### config.mk
export PLATFORM = sky130hd
export DESIGN_NAME = multicycle_ctrl
export DESIGN_NICKNAME = d
export VERILOG_FILES = /design/src/rtl/multicycle_ctrl.sv
export SDC_FILE = /design/constraint.sdc
export NUM_CORES = 1
export LEC_CHECK = 0
export ABC_AREA = 1
export BUFFER_PORTS_ARGS = -buffer_cell sky130_fd_sc_hd__buf_2
export CAP_MARGIN = 15
export CORE_ASPECT_RATIO = 1.4
export CORE_UTILIZATION = 25
export DETAILED_ROUTE_END_ITERATION = 6
export GPL_ROUTABILITY_DRIVEN = 0
export PLACE_DENSITY = 0.54
export SLEW_MARGIN = 40
export SYNTH_ARGS = -nofsm -noshare
export SYNTH_HDL_FRONTEND = slang
export SYNTH_SLANG_ARGS = --single-unit
### constraint.sdc
create_clock -name clk -period 1.2 [get_ports clk]
set_input_delay 0.24 -clock clk [delete_from_list [all_inputs] [get_ports clk]]
set_output_delay 0.24 -clock clk [all_outputs]
set_load 0.02 [all_outputs]
### src/rtl/multicycle_ctrl.sv
// multicycle_ctrl
//   Control FSM for a multicycle processor core. Each instruction walks
//   FETCH -> DECODE -> (EXECUTE) -> (MEM) -> (WB) and returns to FETCH.
//   All strobes and mux selects are decoded from the current stage, the IR
//   opcode and (in FETCH/MEM only) mem_ready.
//
// Optional feature: define MULTICYCLE_CTRL_IRQ_EN to add the interrupt
//   input irq and the acknowledge output irq_ack. Interrupts are only
//   taken at instruction boundaries or while halted.
//
// Ports
//   clk, reset          clock, synchronous active-high reset
//   opcode[4:0]         opcode held in IR
//   status_reg          flag word (Z_BIT = equal, HE_BIT = higher-or-equal)
//   mem_ready           memory finishes the current access this cycle
//   ALU_in2_mux         0 reg2, 1 immediate, 2 compare immediate
//   mem_out_mux         store data select
//   PC_mux              0 PC+1, 1 branch target, 2 register, 3 reset, 4 irq
//   memory_addr_mux     0 PC, 2 immediate, 3 register
//   data_in_mux         0 ALU, 1 memory, 2 immediate, 3 link PC
//   mem_req             memory access request
//   *_write             register / memory write strobes
//   stage[2:0]          current FSM state
//   halted              core sits in HALT
//   irq, irq_ack        interrupt request / acknowledge (IRQ build only)
module multicycle_ctrl #(
    parameter int WORD_SIZE = 16,
    parameter int Z_BIT     = 0,
    parameter int HE_BIT    = 1
) (
    input  logic                 clk,
    input  logic                 reset,
    input  logic [4:0]           opcode,
    input  logic [WORD_SIZE-1:0] status_reg,
    input  logic                 mem_ready,
    output logic [1:0]           ALU_in2_mux,
    output logic                 mem_out_mux,
    output logic [2:0]           PC_mux,
    output logic [1:0]           memory_addr_mux,
    output logic [1:0]           data_in_mux,
    output logic                 mem_req,
    output logic                 reg_buff1_write,
    output logic                 reg_buff2_write,
    output logic                 status_reg_write,
    output logic                 ALU_out_write,
    output logic                 reg_write,
    output logic                 PC_write,
    output logic                 IR_write,
    output logic                 memory_write,
    output logic [2:0]           stage,
    output logic                 halted
`ifdef MULTICYCLE_CTRL_IRQ_EN
    ,
    input  logic                 irq,
    output logic                 irq_ack
`endif
);

    typedef enum logic [2:0] {
        FETCH   = 3'd0,
        DECODE  = 3'd1,
        EXECUTE = 3'd2,
        MEM     = 3'd3,
        WB      = 3'd4,
        RST     = 3'd5,
        HALT    = 3'd6,
        IRQ     = 3'd7
    } state_t;

    // Initializer gives the power-up state on targets that support it.
    state_t stage_q = RST;
    state_t stage_d;
    state_t eoi_state;

    logic is_rr, is_alu, is_cmp, is_branch, is_br, is_link;
    logic is_load, is_store, is_load_r, is_store_r, is_load_i;
    logic is_nop, is_halt, is_illegal;
    logic z_flag, he_flag, branch_cancel;
    logic status_unused;

    assign is_rr      = (opcode[4:3] == 2'b00);
    assign is_alu     = ~opcode[4];
    assign is_cmp     = ~opcode[4] & (opcode[2:0] == 3'b111);
    assign is_branch  = (opcode[4:3] == 2'b10);
    assign is_br      = (opcode == 5'b10000);
    assign is_link    = (opcode == 5'b10001) | (opcode == 5'b10100) | (opcode == 5'b10101);
    assign is_load    = (opcode == 5'b11000);
    assign is_store   = (opcode == 5'b11001);
    assign is_load_r  = (opcode == 5'b11010);
    assign is_store_r = (opcode == 5'b11011);
    assign is_load_i  = (opcode == 5'b11100);
    assign is_nop     = (opcode == 5'b11101);
    assign is_halt    = (opcode == 5'b11110);
    assign is_illegal = (opcode == 5'b11111);

    assign z_flag        = status_reg[Z_BIT];
    assign he_flag       = status_reg[HE_BIT];
    assign status_unused = ^status_reg;
    assign stage         = stage_q;

    always_comb begin
        branch_cancel = 1'b0;
        case (opcode)
            5'b10010, 5'b10100: branch_cancel = ~z_flag;
            5'b10011, 5'b10101: branch_cancel = z_flag;
            5'b10110:           branch_cancel = ~he_flag;
            5'b10111:           branch_cancel = he_flag;
            default:            branch_cancel = 1'b0;
        endcase
    end

    // Instruction boundary: the only point where an interrupt is accepted.
    always_comb begin
`ifdef MULTICYCLE_CTRL_IRQ_EN
        eoi_state = irq ? IRQ : FETCH;
`else
        eoi_state = FETCH;
`endif
    end

    always_comb begin
        stage_d          = stage_q;
        ALU_in2_mux      = 2'd0;
        mem_out_mux      = 1'b0;
        PC_mux           = 3'd0;
        memory_addr_mux  = 2'd0;
        data_in_mux      = 2'd0;
        mem_req          = 1'b0;
        reg_buff1_write  = 1'b0;
        reg_buff2_write  = 1'b0;
        status_reg_write = 1'b0;
        ALU_out_write    = 1'b0;
        reg_write        = 1'b0;
        PC_write         = 1'b0;
        IR_write         = 1'b0;
        memory_write     = 1'b0;
        halted           = 1'b0;
`ifdef MULTICYCLE_CTRL_IRQ_EN
        irq_ack          = 1'b0;
`endif
        case (stage_q)
            FETCH: begin
                mem_req = 1'b1;
                if (mem_ready) begin
                    IR_write = 1'b1;
                    PC_write = 1'b1;
                    stage_d  = DECODE;
                end
            end
            DECODE: begin
                reg_buff1_write = is_alu | is_br | is_store | is_load_r | is_store_r;
                reg_buff2_write = is_rr | is_store_r;
                // br and bl are never cancelled, so they fall into the taken case.
                if (is_load_i || (is_branch && !branch_cancel)) stage_d = WB;
                else if (is_branch || is_nop || is_illegal)     stage_d = eoi_state;
                else if (is_halt)                               stage_d = HALT;
                else if (is_load || is_store)                   stage_d = MEM;
                else                                            stage_d = EXECUTE;
            end
            EXECUTE: begin
                ALU_out_write    = 1'b1;
                ALU_in2_mux      = is_rr ? 2'd0 : ((opcode == 5'b01111) ? 2'd2 : 2'd1);
                status_reg_write = ~(is_load_r | is_store_r);
                if (is_cmp)                       stage_d = eoi_state;
                else if (is_load_r || is_store_r) stage_d = MEM;
                else                              stage_d = WB;
            end
            MEM: begin
                mem_req         = 1'b1;
                memory_addr_mux = (is_load || is_store) ? 2'd2 : 2'd3;
                if (is_load || is_load_r) begin
                    data_in_mux = 2'd1;
                    reg_write   = mem_ready;
                end else begin
                    mem_out_mux  = is_store;
                    memory_write = mem_ready;
                end
                if (mem_ready) stage_d = eoi_state;
            end
            WB: begin
                if (is_alu) begin
                    reg_write = 1'b1;
                end else if (is_load_i) begin
                    reg_write   = 1'b1;
                    data_in_mux = 2'd2;
                end else if (is_link) begin
                    reg_write   = 1'b1;
                    data_in_mux = 2'd3;
                end
                if (is_branch) begin
                    PC_write = 1'b1;
                    PC_mux   = is_br ? 3'd2 : 3'd1;
                end
                stage_d = eoi_state;
            end
            RST: begin
                PC_mux   = 3'd3;
                PC_write = 1'b1;
                stage_d  = FETCH;
            end
            HALT: begin
                halted = 1'b1;
`ifdef MULTICYCLE_CTRL_IRQ_EN
                if (irq) stage_d = IRQ;
`endif
            end
            IRQ: begin
                data_in_mux = 2'd3;
                reg_write   = 1'b1;
                PC_mux      = 3'd4;
                PC_write    = 1'b1;
`ifdef MULTICYCLE_CTRL_IRQ_EN
                irq_ack     = 1'b1;
`endif
                stage_d     = FETCH;
            end
            default: stage_d = RST;
        endcase
    end

    always_ff @(posedge clk) begin
        if (reset) stage_q <= RST;
        else       stage_q <= stage_d;
    end

endmodule
==> impl_metrics.csv, run 1 <==
group,metric,value,unit
global_routing,grt_start_max_net_pins,8,
floorplanning,core-area,2230,sq um
sta,rsz0062_at_grt,"true",
finish,final_common_cell,"buf_4",
sta,finalClockSkew,0.00511,ns
floorplanning,die_h,60.4,um
flow_run,cap_violations,0,
finish,area_growth,139,%
floorplanning,rows,20,
global_routing,antenna_found_initial,0,
yosys,yosysSeqAreaShare,9.86,%
routing,ant_nets,0,
cts,cts_buffers,3,
sta,setup_violations,23,
sta,fin_crit_sh,126,%
yosys,synth_warnings,0,
run_status,failed_checks,"design-rule violations, negative setup slack",
worst_setup_path,worstSetupPathType,"reg2out",
pwr,peakVddDrop,474,uV
finish,layout-drive-gt1-share,66.0,%
global_routing,grt_overflow_total,0,
cts,clk_pin_slew,0.04,ns
worst_setup_path,r2r_slack,-0.14,ns
finish,final_cell_mix,"46 x buf_4, 28 x nand2_1, 16 x buf_6, 14 x inv_1, 12 x buf_2",
worst_setup_path,crit_path_end_kind,"output port",
finish,finalNetCount,222,
global_routing,grt_pass1_vias,964,
yosys,yosys_register_bits,3,
worst_setup_path,crit_fanout,4,
pwr,power_density,576,nW/um^2
sta,relSlewSlack,74.2,%
yosys,syn_nets,145,
finish,largest_reg_flops,3,
run_status,status,"complete, but fails checks",
min_path,hold_path.class,"in2reg",
worst_setup_path,arrival,1.27,ns
sta,timing_max_transition_violations_final,0,
worst_setup_path,critPathLaunchType,"register",
yosys,netlist_area,609,sq um
worst_setup_path,cp_data_required_time,0.96,ns
sta,worst_slew_pin_slew,0.386,ns
sta,fmax,661,MHz
yosys,post_synth.cell_area_avg,5.04,sq um
global_routing,grt_first_pass_wirelength,3.88,mm
global_routing,grt.total_usage,19.2,%
place,port_buffers,32,
sta,final.setup.tns,-4.80,ns
yosys,synth_cells,121,
cts,cts_max_path_buffers,2,
cts,htreeDepth,1,
routing,routedWlPerCell,11.5,um
cts,tritoncts,"built",
yosys,ys_types,22,
sta,fin_crit,1.51,ns
routing,dr.pass1.iters,6,
floorplanning,die_area,2640,sq um
cts,hold_buffers,0,
sta,fin_ws,-0.312,ns
pwr,leakage,0.757,nW
floorplanning,die_x,43.7,um
place,dp.final_hpwl,1.86,mm
finish,insertedDiodeCount,0,
routing,drt-total-wl,2.53,mm
floorplanning,start_util,27.4,%
routing,dr_total_vias,1027,
sta,hold_viol,0,
routing,drcViolationCount,4,
cts,cts.sinks,3,
routing,initialDrtViolationCount,12,
floorplanning,ioPinCount,47,
routing,vias_per_cell,4.69,
place,pre_cts_ws,-0.250,ns
cts,clockRootBuffer,"clkbuf_4",
cts,clkLatencyLatePin,0.23,ns
-- cells by family after synthesis --
| family | after synthesis | share of synthesized area (%) |
|---|---|---|
| flip-flops | 3 | 9.86 |
| AO/OA/AOI/OAI | 11 | 10.3 |
| AND/OR/NAND/NOR | 78 | 61.2 |
| buffers and inverters | 29 | 18.7 |
-- power by group --
group / internal [W] / total (W) / switching [W]
sequential: 0.000108 / 0.000135 / 0.0000269
combinational: 0.000248 / 0.000526 / 0.000278
clock: 0.000125 / 0.000177 / 0.0000529
total: 0.000481 / 0.000839 / 0.000358
-- final cells by class --
cell class | count | area, sq um
Clock buffer | 4 | 26.3
Sequential cell | 3 | 71.3
Multi-Input combinational cell | 89 | 626
Timing Repair Buffer | 74 | 586
Tap cell | 22 | 27.5
Inverter | 27 | 121
Fill cell | 203 | 769
-- through the flow --
stage          area (sq um)  utilization [%]  hold slack, ns  total power, W  instances
3_5_place_dp           1160             52.2           0.471        0.000557        204
6_report               1460             65.4           0.229        0.000839        219
3_3_place_gp           1160             52.2           0.466        0.000550        204
2_1_floorplan           754                -           0.344        0.000383        121
5_1_grt                1460             65.4           0.246        0.000901        219
4_1_cts                1330             59.7           0.228        0.000800        213
-- path summary, 6_finish.rpt --
kind,from,end,cells after the start
setup / recovery,stage[1],data_in_mux[1],7
hold / removal,reset,stage[0],3
setup reg to reg,stage[2],stage[1],11
hold reg to reg,stage[1],stage[1],5
-- what timing repair did --
item / CTS / global route
setup buffers: 6 / 7
pin swaps: 9 / 4
gates resized for setup: 32 / 22
endpoints found under the setup margin: 22 / 23
-- cell usage after synthesis --
cell | n | share of area, %
nand2_1 | 33 | 20
inv_1 | 18 | 11
nor2_1 | 13 | 8.0
nand3_1 | 12 | 9.9
inv_2 | 9 | 5.5
nor3_1 | 7 | 5.7
a21oi_1 | 6 | 4.9
nor2_2 | 4 | 4.1
dfxtp_1 | 3 | 9.9
nand2_2 | 2 | 2.1
nand3_2 | 2 | 3.3
o21ai_1 | 2 | 1.6
and3_1 | 1 | 1.0
buf_2 | 1 | 0.82
buf_4 | 1 | 1.2
nand3_4 | 1 | 2.9
nand4_1 | 1 | 1.0
nor2_4 | 1 | 1.8
o21ai_0 | 1 | 0.82
o21ai_2 | 1 | 1.4
o221ai_1 | 1 | 1.4
or2_1 | 1 | 1.0
-- worst max-delay path, stage by stage (launching register included) --
cell and delay (ns):
dfxtp_4 0.39, inv_6 0.05, buf_6 0.11, nor2_4 0.13
inv_2 0.07, buf_6 0.12, o21ai_4 0.05, buf_6 0.13
-- layer usage --
metal / GRT usage (%) / wire (um)
met1: 20.1 / 945
met2: 38.8 / 1440
met3: 5.06 / 113
met4: 1.79 / 28
met5: 0 / 0
(Power assumes the default switching activity.)
==> run 2, diff against run 1 <==
==> constraint.sdc (replaced) <==
create_clock -name clk -period 1.2 [get_ports clk]
set_input_delay 0.24 -clock clk [delete_from_list [all_inputs] [get_ports clk]]
set_output_delay 0.24 -clock clk [all_outputs]
set_load 0.01 [all_outputs]
==> impl_metrics.csv, run 2 (synthesis gave the netlist of run 1 again) <==
group,metric,value,unit
worst_setup_path,r2r_slack,-0.07,ns
finish,fillerInstances,232,
routing,drt-total-wl,2.07,mm
sta,relSlewSlack,82.9,%
cts,cts_max_path_buffers,2,
sta,final.setup.tns,-3.35,ns
worst_setup_path,r2r_start,"stage[1]",
worst_setup_path,rr_worst_depth,11,
floorplanning,rows,20,
finish,final_common_cell,"buf_4",
finish,final_util,55.2,%
finish,final_cell_mix,"34 x buf_4, 28 x nand2_1, 25 x buf_2, 17 x inv_1, 10 x nand3_1",
sta,worst_slew_pin_slew,0.254,ns
global_routing,grt_first_pass_wirelength,3.54,mm
worst_setup_path,cp_cell_sequence,"buf_4, nand3_2, inv_2, and3_4, buf_6",
worst_setup_path,r2r-end,"stage[1]",
worst_setup_path,cp_data_required_time,0.96,ns
global_routing,grt_pass1_vias,892,
sta,fin_hold_ws,0.231,ns
routing,dr_total_vias,950,
sta,fmax,691,MHz
floorplanning,die_x,43.7,um
global_routing,grt_overflow_total,0,
finish,finalNetCount,214,
worst_setup_path,arrival,1.21,ns
cts,hold_buffers,0,
routing,ant_nets,0,
sta,timing_max_transition_violations_final,0,
worst_setup_path,cpMaxStageDelayCell,"dfxtp_4",
worst_setup_path,cp_slowest_stage_delay,0.38,ns
floorplanning,start_util,27.4,%
worst_setup_path,critPathLaunchType,"register",
place,dp.final_hpwl,1.72,mm
floorplanning,core-area,2230,sq um
global_routing,grt.total_usage,17.2,%
worst_setup_path,critPathCapture,"ALU_in2_mux[1]",
routing,routedWlPerCell,9.81,um
pwr,peakVddDrop,350,uV
worst_setup_path,worstSetupPathType,"reg2out",
finish,largest_reg_flops,3,
cts,cts_buffers,3,
floorplanning,die_area,2640,sq um
min_path,hold_path.class,"in2reg",
pwr,leakage,0.698,nW
routing,drcViolationCount,3,
sta,setup_violations,20,
worst_setup_path,crit_start,"stage[1]",
routing,dr.pass1.iters,6,
finish,insertedDiodeCount,0,
cts,tritoncts,"built",
floorplanning,ioPinCount,47,
cts,clkLatencyLatePin,0.23,ns
cts,clk_pin_slew,0.04,ns
pwr,total_power,0.000699,W
cts,cts.sinks,3,
sta,hold_viol,0,
worst_setup_path,crit_fanout,4,
run_status,status,"complete, but fails checks",
finish,final_area,1230,sq um
routing,initialDrtViolationCount,12,
sta,rsz0062_at_grt,"true",
finish,seqCellArea,71.3,sq um
finish,area_growth,102,%
run_status,failed_checks,"design-rule violations, negative setup slack",
sta,finalClockSkew,0.00248,ns
cts,htreeDepth,1,
worst_setup_path,crit_path_end_kind,"output port",
finish,layout-drive-gt1-share,60.8,%
cts,clockRootBuffer,"clkbuf_4",
place,post_dp_cell_area,1050,sq um
floorplanning,die_h,60.4,um
pwr,power_density,569,nW/um^2
sta,fin_ws,-0.247,ns
place,port_buffers,32,
finish,multi_input_area,543,sq um
sta,fin_crit_sh,121,%
flow_run,cap_violations,0,
routing,vias_per_cell,4.50,
global_routing,grt_start_max_net_pins,9,
global_routing,antenna_found_initial,0,
sta,fin_crit,1.45,ns
run 2: stage by stage:
stage          setup WS [ns]  instances
2_1_floorplan      -0.000147        121
3_3_place_gp          -0.189        202
3_5_place_dp          -0.203        202
4_1_cts               -0.256        211
5_1_grt               -0.305        211
6_report              -0.247        211
run 2: metal layers:
metal	share of wire [%]	track usage (%)	up-vias
met5	0	0	-
met4	0	4.02	0
met3	2.6	0.893	0
met2	57	35.0	17
met1	40	18.9	418
li1	-	-	515
run 2: layout make-up:
cell class	instances	share of cell area, %
clock buffers	4	2.14
inverters	27	8.86
flip-flops and latches	3	5.80
repair buffers	66	36.8
multi-input cells	89	44.2
well taps	22	2.24
run 2: how the worst min path moves through the flow:
stage,startpoint,end,slack (ns),cells past startpoint
after CTS,reset,stage[0],0.22,3
final,reset,stage[0],0.23,3
after floorplan,reset,stage[0],0.34,2
after global routing,reset,stage[0],0.22,3
after detailed placement,reset,stage[0],0.46,3
after global placement,reset,stage[0],0.46,3
run 2: power by group:
group          total (W)  switching (W)  internal, W
logic           0.000394       0.000203     0.000190
registers       0.000127      0.0000191     0.000108
clock network   0.000179      0.0000538     0.000125
total           0.000699       0.000276     0.000423
run 2: what timing repair did:
action | 4_1_cts | 5_1_grt
resized for setup | 13 | 13
pin swaps | 8 | 6
endpoints found under the setup margin | 20 | 22
setup buffers | 7 | 0
run 2: critical path, delay by kind of cell (launching register included):
family,cells,cell delay (ns)
simple gates,2,0.28
buf+inv,3,0.32
flops,1,0.38
